File: config.mk
export PLATFORM = sky130hd
export DESIGN_NAME = unzigzag_flat
export DESIGN_NICKNAME = d
export VERILOG_FILES = /design/src/rtl/zigzag_pkg.sv /design/src/rtl/unzigzag_if.sv /design/src/rtl/unzigzag_buf.sv /design/src/rtl/unzigzag.sv /design/src/flat_wrapper.sv
export SDC_FILE = /design/constraint.sdc
export NUM_CORES = 2
export LEC_CHECK = 0
export CORE_ASPECT_RATIO = 0.9
export CORE_MARGIN = 3
export CORE_UTILIZATION = 55
export CTS_BUF_LIST = sky130_fd_sc_hd__clkbuf_4 sky130_fd_sc_hd__clkbuf_8 sky130_fd_sc_hd__clkbuf_16
export DETAILED_ROUTE_END_ITERATION = 16
export DONT_BUFFER_PORTS = 1
export PLACE_DENSITY = 0.71
export SLEW_MARGIN = 25
export SYNTH_ARGS = -nofsm -noshare
export SYNTH_HDL_FRONTEND = slang
export SYNTH_SLANG_ARGS = --single-unit
File: constraint.sdc
create_clock -name clk -period 5.39 [get_ports clk]
set_input_delay 0.8085 -clock clk [delete_from_list [all_inputs] [get_ports clk]]
set_output_delay 0.8085 -clock clk [all_outputs]
set_load 0.1 [all_outputs]
File: src/rtl/zigzag_pkg.sv
// Zigzag <-> raster mapping shared by the JPEG encoder and decoder paths.
// One constant table drives both directions.
package zigzag_pkg;

    localparam int BLK_SIZE = 64;

    // ZZ2R[k] = raster address (row*8 + col) of zigzag scan position k
    localparam logic [5:0] ZZ2R [64] = '{
         0,  1,  8, 16,  9,  2,  3, 10,
        17, 24, 32, 25, 18, 11,  4,  5,
        12, 19, 26, 33, 40, 48, 41, 34,
        27, 20, 13,  6,  7, 14, 21, 28,
        35, 42, 49, 56, 57, 50, 43, 36,
        29, 22, 15, 23, 30, 37, 44, 51,
        58, 59, 52, 45, 38, 31, 39, 46,
        53, 60, 61, 54, 47, 55, 62, 63
    };

    function automatic logic [5:0] de_zigzag(input logic [5:0] zz_idx);
        return ZZ2R[zz_idx];
    endfunction

    // Encoder direction: raster address back to zigzag position.
    function automatic logic [5:0] zigzag(input logic [5:0] raster);
        logic [5:0] idx;
        idx = '0;
        for (int i = 0; i < BLK_SIZE; i++) begin
            if (ZZ2R[i] == raster) begin
                idx = 6'(i);
            end
        end
        return idx;
    endfunction

endpackage

File: src/rtl/unzigzag_if.sv
// Stream bundle for the inverse zigzag stage: two-coefficient input beats
// and eight-coefficient raster rows out, each with its own hold.
interface unzigzag_if #(
    parameter int QW = 15
);
    logic signed [QW-1:0] d [2];
    logic [4:0]           d_cnt;
    logic                 d_valid;
    logic                 d_hold;
    logic signed [QW-1:0] q [8];
    logic [2:0]           q_cnt;
    logic                 q_valid;
    logic                 q_hold;

    modport slave (
        input  d, d_cnt, d_valid, q_hold,
        output d_hold, q, q_cnt, q_valid
    );

    modport master (
        output d, d_cnt, d_valid, q_hold,
        input  d_hold, q, q_cnt, q_valid
    );
endinterface

File: src/rtl/unzigzag_buf.sv
// Two-bank coefficient store: each write scatters a beat's two coefficients
// to their raster slots, each read returns one full raster row.
module unzigzag_buf
    import zigzag_pkg::*;
#(
    parameter int QW = 15
) (
    input  logic                 clk,
    input  logic                 we,
    input  logic                 wbank,
    input  logic [4:0]           wbeat,
    input  logic signed [QW-1:0] wdata [2],
    input  logic                 rbank,
    input  logic [2:0]           rrow,
    output logic signed [QW-1:0] rdata [8]
);

    logic signed [QW-1:0] mem [2][BLK_SIZE];

    // Two distinct zigzag positions never share a raster slot, so both writes are safe.
    always_ff @(posedge clk) begin
        if (we) begin
            mem[wbank][de_zigzag({wbeat, 1'b0})] <= wdata[0];
            mem[wbank][de_zigzag({wbeat, 1'b1})] <= wdata[1];
        end
    end

    generate
        for (genvar gi = 0; gi < 8; gi++) begin : g_rd
            assign rdata[gi] = mem[rbank][{rrow, 3'(gi)}];
        end
    endgenerate

endmodule

File: src/rtl/unzigzag.sv
// Inverse zigzag reorder: zigzag-ordered beats in, raster rows out, with
// ping-pong banks managed as a two-entry FIFO of blocks.
module unzigzag
    import zigzag_pkg::*;
#(
    parameter int QW = 15
) (
    input  logic     clk,
    input  logic     resetn,
    unzigzag_if.slave bus
);

    logic [1:0]           wptr_reg;
    logic [1:0]           rptr_reg;
    logic [2:0]           rd_cnt_reg;
    logic                 q_valid_reg;
    logic [2:0]           q_cnt_reg;
    logic signed [QW-1:0] q_reg [8];
    logic signed [QW-1:0] rdata [8];

    logic empty;
    logic full;
    logic accept;
    logic commit;
    logic re;

    // Bit 1 of each pointer is a wrap bit; bit 0 names the bank.
    assign empty  = (wptr_reg == rptr_reg);
    assign full   = (wptr_reg[1] != rptr_reg[1]) && (wptr_reg[0] == rptr_reg[0]);
    assign accept = bus.d_valid && !full;
    assign commit = accept && (bus.d_cnt == 5'd31);
    assign re     = !empty && !bus.q_hold;

    unzigzag_buf #(
        .QW(QW)
    ) u_buf (
        .clk   (clk),
        .we    (accept),
        .wbank (wptr_reg[0]),
        .wbeat (bus.d_cnt),
        .wdata (bus.d),
        .rbank (rptr_reg[0]),
        .rrow  (rd_cnt_reg),
        .rdata (rdata)
    );

    always_ff @(posedge clk or negedge resetn) begin
        if (!resetn) begin
            wptr_reg    <= '0;
            rptr_reg    <= '0;
            rd_cnt_reg  <= '0;
            q_valid_reg <= 1'b0;
            q_cnt_reg   <= '0;
            for (int i = 0; i < 8; i++) begin
                q_reg[i] <= '0;
            end
        end else begin
            if (commit) begin
                wptr_reg <= wptr_reg + 2'd1;
            end
            // A stalled consumer freezes every piece of read-side state.
            if (!bus.q_hold) begin
                q_valid_reg <= re;
                if (re) begin
                    for (int i = 0; i < 8; i++) begin
                        q_reg[i] <= rdata[i];
                    end
                    q_cnt_reg  <= rd_cnt_reg;
                    rd_cnt_reg <= rd_cnt_reg + 3'd1;
                    if (rd_cnt_reg == 3'd7) begin
                        rptr_reg <= rptr_reg + 2'd1;
                    end
                end
            end
        end
    end

    assign bus.d_hold  = full;
    assign bus.q_valid = q_valid_reg;
    assign bus.q_cnt   = q_cnt_reg;

    generate
        for (genvar gi = 0; gi < 8; gi++) begin : g_q
            assign bus.q[gi] = q_reg[gi];
        end
    endgenerate

endmodule

File: src/flat_wrapper.sv
// flat-port wrapper written by rule: the top's interface ports become plain ports
module unzigzag_flat import zigzag_pkg::*;
#(
    parameter int QW = 15
)
  (clk, resetn, bus_d, bus_d_cnt, bus_d_valid, bus_q_hold, bus_d_hold, bus_q, bus_q_cnt, bus_q_valid);
  unzigzag_if #(.QW(QW)) bus_i ();
  input  logic clk;
  input  logic resetn;
  input wire logic [$bits(bus_i.d)-1:0] bus_d;
  input wire logic [$bits(bus_i.d_cnt)-1:0] bus_d_cnt;
  input wire logic [$bits(bus_i.d_valid)-1:0] bus_d_valid;
  input wire logic [$bits(bus_i.q_hold)-1:0] bus_q_hold;
  output wire logic [$bits(bus_i.d_hold)-1:0] bus_d_hold;
  output wire logic [$bits(bus_i.q)-1:0] bus_q;
  output wire logic [$bits(bus_i.q_cnt)-1:0] bus_q_cnt;
  output wire logic [$bits(bus_i.q_valid)-1:0] bus_q_valid;
  assign bus_i.d = {>>{bus_d}};
  assign bus_i.d_cnt = bus_d_cnt;
  assign bus_i.d_valid = bus_d_valid;
  assign bus_i.q_hold = bus_q_hold;
  assign bus_d_hold = bus_i.d_hold;
  assign bus_q = {>>{bus_i.q}};
  assign bus_q_cnt = bus_i.q_cnt;
  assign bus_q_valid = bus_i.q_valid;
  unzigzag #(.QW(QW)) u_core (.clk(clk), .resetn(resetn), .bus(bus_i));
endmodule
# Yosys cells after proc, flatten, opt, wreduce, memory -nomap -nowiden
# Memories as Yosys holds them, arrays and structs flattened.
# Cells that the tools add are included.
# word_totals
register_bits,131
latchBits,0
ramBits,1920
mem_bits_ro,768
in_bits,39
output_inout_bits,125
elab_cells,2017
memories,3
# memory_table
memory,words,width,read_ports,rd_ports_with_merged_regs,write_ports,line_no,text
u_core.u_buf.mem,2,960,1,0,1,unzigzag_buf.sv:18,logic signed [QW-1:0] mem [2][BLK_SIZE];
(no name shown),64,6,1,0,0,zigzag_pkg.sv:20,return ZZ2R[zz_idx];
(no name shown),64,6,1,0,0,zigzag_pkg.sv:20,
# op_classes
n_addsub,3
mul,0
n_div,0
magnitude_cmp,14
eq_ne,5
shift,0
mux,995
bitwise_logic,973
n_reduce_logical,11
# op_table
operator,n
960-bit 2-to-1 mux,2
1-bit 2-to-1 mux,961
1-bit OR,960
15-bit binary-select mux with 6-bit select,8
15-bit 2-to-1 mux,18
15-bit demux with 6-bit select,2
"7-bit greater-or-equal comparator, second input constant",12
6-bit NOT with 7-bit output,12
6-bit 2-to-1 mux,4
"7-bit by 1-bit less-than comparator with 1-bit output, second input constant",2
1-bit logical AND,6
"5-bit == test, second input constant",1
"2-bit by 1-bit adder with 2-bit output, second input constant",2
"3-bit by 1-bit adder with 3-bit output, second input constant",1
"3-bit == test, second input constant",1
1-bit zero test,3
3-bit AND reduction,1
2-bit == test,1
2-bit AND reduction,1
1-bit == test,1
1-bit inequality test,1
1-bit NOT,1

# Depth between registers and ports, before layout
# logic_depth
word_depth,11
depth_mapped,12
ltp_nobuf,8

# By module
# A second synthesis with hierarchy kept.
# unflattened
cells_unflattened,4694
hier_area_um2,91888.1
# by_module_without_submodules
module,instances,cells_each,area_each_um2,seq_area_each_um2
unzigzag_buf,1,4397,86738.2,57655.3
unzigzag,1,297,5149.9,3278.1

# Least setup slack after synthesis
# Ideal clock, no wire load.
# synth_path
path_type,input-to-reg
startpoint,input port bus_d_cnt[1]
endpoint,memory u_core.u_buf.mem[0][810] in the netlist's numbering (enable)
setup_time_ns,0.392
t_arrival_ns,3.591
path_slack_ns,1.408
cell_stages,9
path_buffers,1
cell_sequence,inv_1 -> ha_1 -> xor2_1 -> nor2_1 -> or4_4 -> nor3_1 -> nand2_1 -> buf_2 -> a21oi_1
# synth_via
elab_chain_len,11
# synth_lines
element,line_no,text
from (decl),flat_wrapper.sv:11,input wire logic [$bits(bus_i.d_cnt)-1:0] bus_d_cnt;
6-bit NOT with 7-bit output (implied by the code),zigzag_pkg.sv:20,
memory read 64 x 6 bit,-,
6-bit 2-to-1 mux (implied by the code) (2 in series),zigzag_pkg.sv:20,
"6-bit NOT with 7-bit output, on equally long branches","unzigzag_buf.sv:23, unzigzag_buf.sv:24",
"7-bit greater-or-equal comparator (implied by the code), or another cell as far along",unzigzag_buf.sv:23,"mem[wbank][de_zigzag({wbeat, 1'b0})] <= wdata[0];"
"1-bit logical AND, on equally long branches","unzigzag_buf.sv:23, unzigzag_buf.sv:24",
"15-bit 2-to-1 mux, on equally long branches","unzigzag_buf.sv:23, unzigzag_buf.sv:24",
"15-bit demux with 6-bit select, on equally long branches","unzigzag_buf.sv:23, unzigzag_buf.sv:24",
"960-bit 2-to-1 mux, on equally long branches","unzigzag_buf.sv:23, unzigzag_buf.sv:24",
1-bit OR (no line) *,-,
to (decl),unzigzag_buf.sv:18,
# Every way passes the cells marked *; elsewhere a longest branch is shown, timed or not. The select of a mux whose other input is x is not followed.

# Final worst setup path
# layout_path
startpoint,register u_core.wptr_reg[1]
endpoint,memory u_core.u_buf.mem[1][912] in the netlist's numbering (data pin)
# layout_via
elab_chain_len,7
# layout_lines
element,line_no,text
from (decl),unzigzag.sv:13,logic [1:0] wptr_reg;
from (signal assigned),unzigzag.sv:59,wptr_reg <= wptr_reg + 2'd1;
1-bit inequality test,unzigzag.sv:29,assign full = (wptr_reg[1] != rptr_reg[1]) && (wptr_reg[0] == rptr_reg[0]);
1-bit logical AND,unzigzag.sv:29,
1-bit zero test,unzigzag.sv:30,assign accept = bus.d_valid && !full;
1-bit logical AND,unzigzag.sv:30,
1-bit 2-to-1 mux,unzigzag_buf.sv:22,if (we) begin
960-bit 2-to-1 mux (implied by the code),unzigzag_buf.sv:24,"mem[wbank][de_zigzag({wbeat, 1'b1})] <= wdata[1];"
1-bit 2-to-1 mux (no line),-,
# No other way between the ends.

==> flow_metrics.env <==
export IMPL_dp_slack_ns=0.7938
export IMPL_clockBufferDepth=3
export IMPL_syn_nets=4753
export IMPL_min_from="bus_q_hold"
export IMPL_dp_cells=6596
export IMPL_async_reset_ff_share_pct=6.387
export IMPL_power_density_nw_per_um2=481.0
export IMPL_avgViaCountPerCell=6.801
export IMPL_finalNonFillerCells=6992
export IMPL_setup_tns_ns=0
export IMPL_clk_pin_slew_ns=0.06
export IMPL_nets=4638
export IMPL_yosysTopAreaCell="edfxtp_1"
export IMPL_cp_slowest_cell="nor3_2"
export IMPL_period_needed_ns=4.146
export IMPL_cts_sinks=2051
export IMPL_place_area_sq_um=94200
export IMPL_ys_seq_area_share_pct=66.24
export IMPL_timing_final_hold_violations=0
export IMPL_ys_flop_type="edfxtp_1"
export IMPL_critPathRequiredTime_ns=5.97
export IMPL_hp_class="in2reg"
export IMPL_yosysMostFrequentCell="edfxtp_1"
export IMPL_ys_ff_latch=2051
export IMPL_path_cells="xnor2_1 > o21a_1 > o2111ai_1 > nor3_2 > nand2_1 > mux2_2"
export IMPL_failed_checks="antenna violations"
export IMPL_via_count=47553
export IMPL_io_buffers=0
export IMPL_numCtsBuffers=204
export IMPL_worstPathArrival_ns=4.73
export IMPL_dr_pass1_iters=6
export IMPL_relSlewSlack_pct=23.16
export IMPL_grt_max_degree=132
export IMPL_drive_gt1_share_pct=48.23
export IMPL_status="finished, violations left"
export IMPL_grt_pass1_wl_microns=354400
export IMPL_gp_congestion=0.9022
export IMPL_syn_to_final_growth_pct=9.972
export IMPL_finalSetupViolations=0
export IMPL_synth_edf_count=1920
export IMPL_fin_ws_ns=1.244
export IMPL_core_area_sq_um=165100
export IMPL_cts_tree="done"
export IMPL_cts_htree_levels=4
export IMPL_grt_ovfl_total=0
export IMPL_rows=141
export IMPL_root_buffer="clkbuf_16"
export IMPL_synthDistinctLibCells=78
export IMPL_top_level_ports=164
export IMPL_finalCritPeriodShare_pct=76.92
export IMPL_cpPeakStageDelay_ns=0.84
export IMPL_ir_worst_vdd_mv=0.5800
export IMPL_crit_path_end_kind="register"
export IMPL_start_util_pct=55.71
export IMPL_grt_pass1_vias=48527
export IMPL_dieWidth_microns=437.1
export IMPL_drv_cap=0
export IMPL_critPathKind="reg2reg"
export IMPL_rsz0062_at_grt="no"
export IMPL_largest_reg_flops=1920
export IMPL_final_area_sq_um=101200
export IMPL_detail_route_antenna_nets=1
export IMPL_die_h_microns=394.0
export IMPL_avgRoutedWirePerCell_microns=35.20
export IMPL_syn_cell_area_sq_um=91990
export IMPL_cp_max_fo=15
export IMPL_synthTopCellsByArea="edfxtp_1, mux4_2, mux2_2, dfrtp_1, clkbuf_1"
export IMPL_skew_ns=0.06400
export IMPL_yosys_warnings=0
export IMPL_clock_latency_ns=0.86
export IMPL_antenna_found_initial=12
export IMPL_hpwlAfterDp_microns=136800
export IMPL_start_kind="register"
export IMPL_routed_wl_microns=246100
export IMPL_drt_iter0_markers=6656
export IMPL_synthDominantCellAreaShare_pct=62.67
export IMPL_synthCells=4704
export IMPL_p_leak_nw=32.04
export IMPL_synth_top_cells_by_count="edfxtp_1, mux2_2, mux4_2"
export IMPL_clock_fmax_ghz=0.2412
export IMPL_worst_pin_slew_ns=1.144
export IMPL_synth_area_per_cell_sq_um=19.56
export IMPL_dieArea_sq_um=172200
export IMPL_track_usage_pct=28.62
export IMPL_timing_final_max_slew_violations=0
export IMPL_timing_rr_start="u_core.wptr_reg[1]$_DFFE_PN0P_"
export IMPL_drc=0
export IMPL_startpoint="u_core.wptr_reg[1]$_DFFE_PN0P_"
## kinds of logic (layout without fill, tap and decap cells)
group	count (synthesis)	in the layout	share of synthesized area [%]
adder cells (fa/ha/maj)	10	10	0.1360
other	0	9	0
flip-flops	2051	2051	66.24
AO/OA/AOI/OAI	178	178	1.374
buffers and inverters	485	548	2.270
XOR/XNOR	8	8	0.07617
AND/OR/NAND/NOR	286	286	1.926
multiplexers	1686	1686	27.98
## metal layers
metal / GRT usage, % / vias to the layer above / routed length, microns / share of wire [%]
met3: 5.571 / 398 / 22630 / 9.2
met5: 0 / - / 0 / 0
li1: - / 19038 / - / -
met2: 45.44 / 2605 / 119400 / 49
met1: 41.12 / 25512 / 97350 / 40
met4: 7.617 / 0 / 6682 / 2.7
## area by class of cell
class / instances / area [sq um]
diodes: 9 / 22.52
clock buffers: 271 / 5809
clock inverters: 113 / 1070
fillers: 11568 / 63960
inverters: 8 / 31.28
multi-input cells: 2168 / 29160
flip-flops and latches: 2051 / 60950
well taps: 2216 / 2773
repair buffers: 156 / 1353
## where the power goes
| part | internal (mW) | switching (mW) | leakage [nW] |
|---|---|---|---|
| Sequential | 18.1 | 4.23 | 18.8 |
| Combinational | 5.81 | 6.11 | 9.78 |
| Clock | 8.19 | 6.16 | 3.45 |
## placed cells by master (no fill, tap or decap), types with 13 or more instances in the layout
cell type	netlist	routed
nand2b_1	17	17
clkbuf_4	0	42
a21oi_1	50	21
a21oi_2	0	28
edfxtp_1	1920	1920
o22ai_1	19	13
clkbuf_16	0	208
mux4_2	600	600
nor2_1	32	31
clkinv_2	0	51
buf_4	42	140
nor3_1	33	31
clkbuf_8	0	21
mux2_1	13	13
nand3_1	19	19
nand2_1	41	41
o21a_1	45	45
dfrtp_1	131	126
clkinv_1	0	32
nand2_2	18	18
nor2_4	17	17
mux2_2	1072	1072
and2_1	43	43
## stage by stage
| stage | total power, mW | hold WS, ns | util (%) |
|---|---|---|---|
| finish | 48.66 | 0.06535 | 61.27 |
| detailed placement | 34.68 | 0.4821 | 57.04 |
| CTS | 48.91 | 0.01648 | 61.23 |
| global route | 50.16 | 0.03610 | 61.25 |
| global placement | 34.58 | 0.4807 | 57.04 |
| floorplan | 30.94 | 0.4648 | - |
## path summary, 6_finish.rpt
| kind | endpoint | slack, ns | depth (start not counted) |
|---|---|---|---|
| setup / recovery | u_core.u_buf.mem[1][912]$_DFFE_PP_ | 1.24 | 6 |
| max in group asynchronous | u_core.bus.q[30]$_DFFE_PN0P_ | 3.96 | 2 |
| hold / removal | u_core.bus.q_valid$_DFFE_PN0N_ | 0.07 | 1 |
| min in group asynchronous | u_core.bus.q[118]$_DFFE_PN0P_ | 0.63 | 2 |
| setup reg to reg | u_core.u_buf.mem[1][912]$_DFFE_PP_ | 1.24 | 6 |
| hold reg to reg | u_core.rptr_reg[1]$_DFFE_PN0P_ | 0.50 | 1 |
## critical path: cells and delay by family (launching register included)
family,cells,cell delay (ns)
xor gates and xnor gates,1,0.50
DFF,1,0.41
AOI/OAI and AO/OA,2,0.79
muxes,1,0.53
and+or+nand+nor,2,1.64
## timing repair
item,CTS,global route
hold endpoints to repair,131,0
resized for setup,0,0
hold buffers,2,0
setup buffers,0,0
No activity file was read; power rests on OpenSTA's default activity.
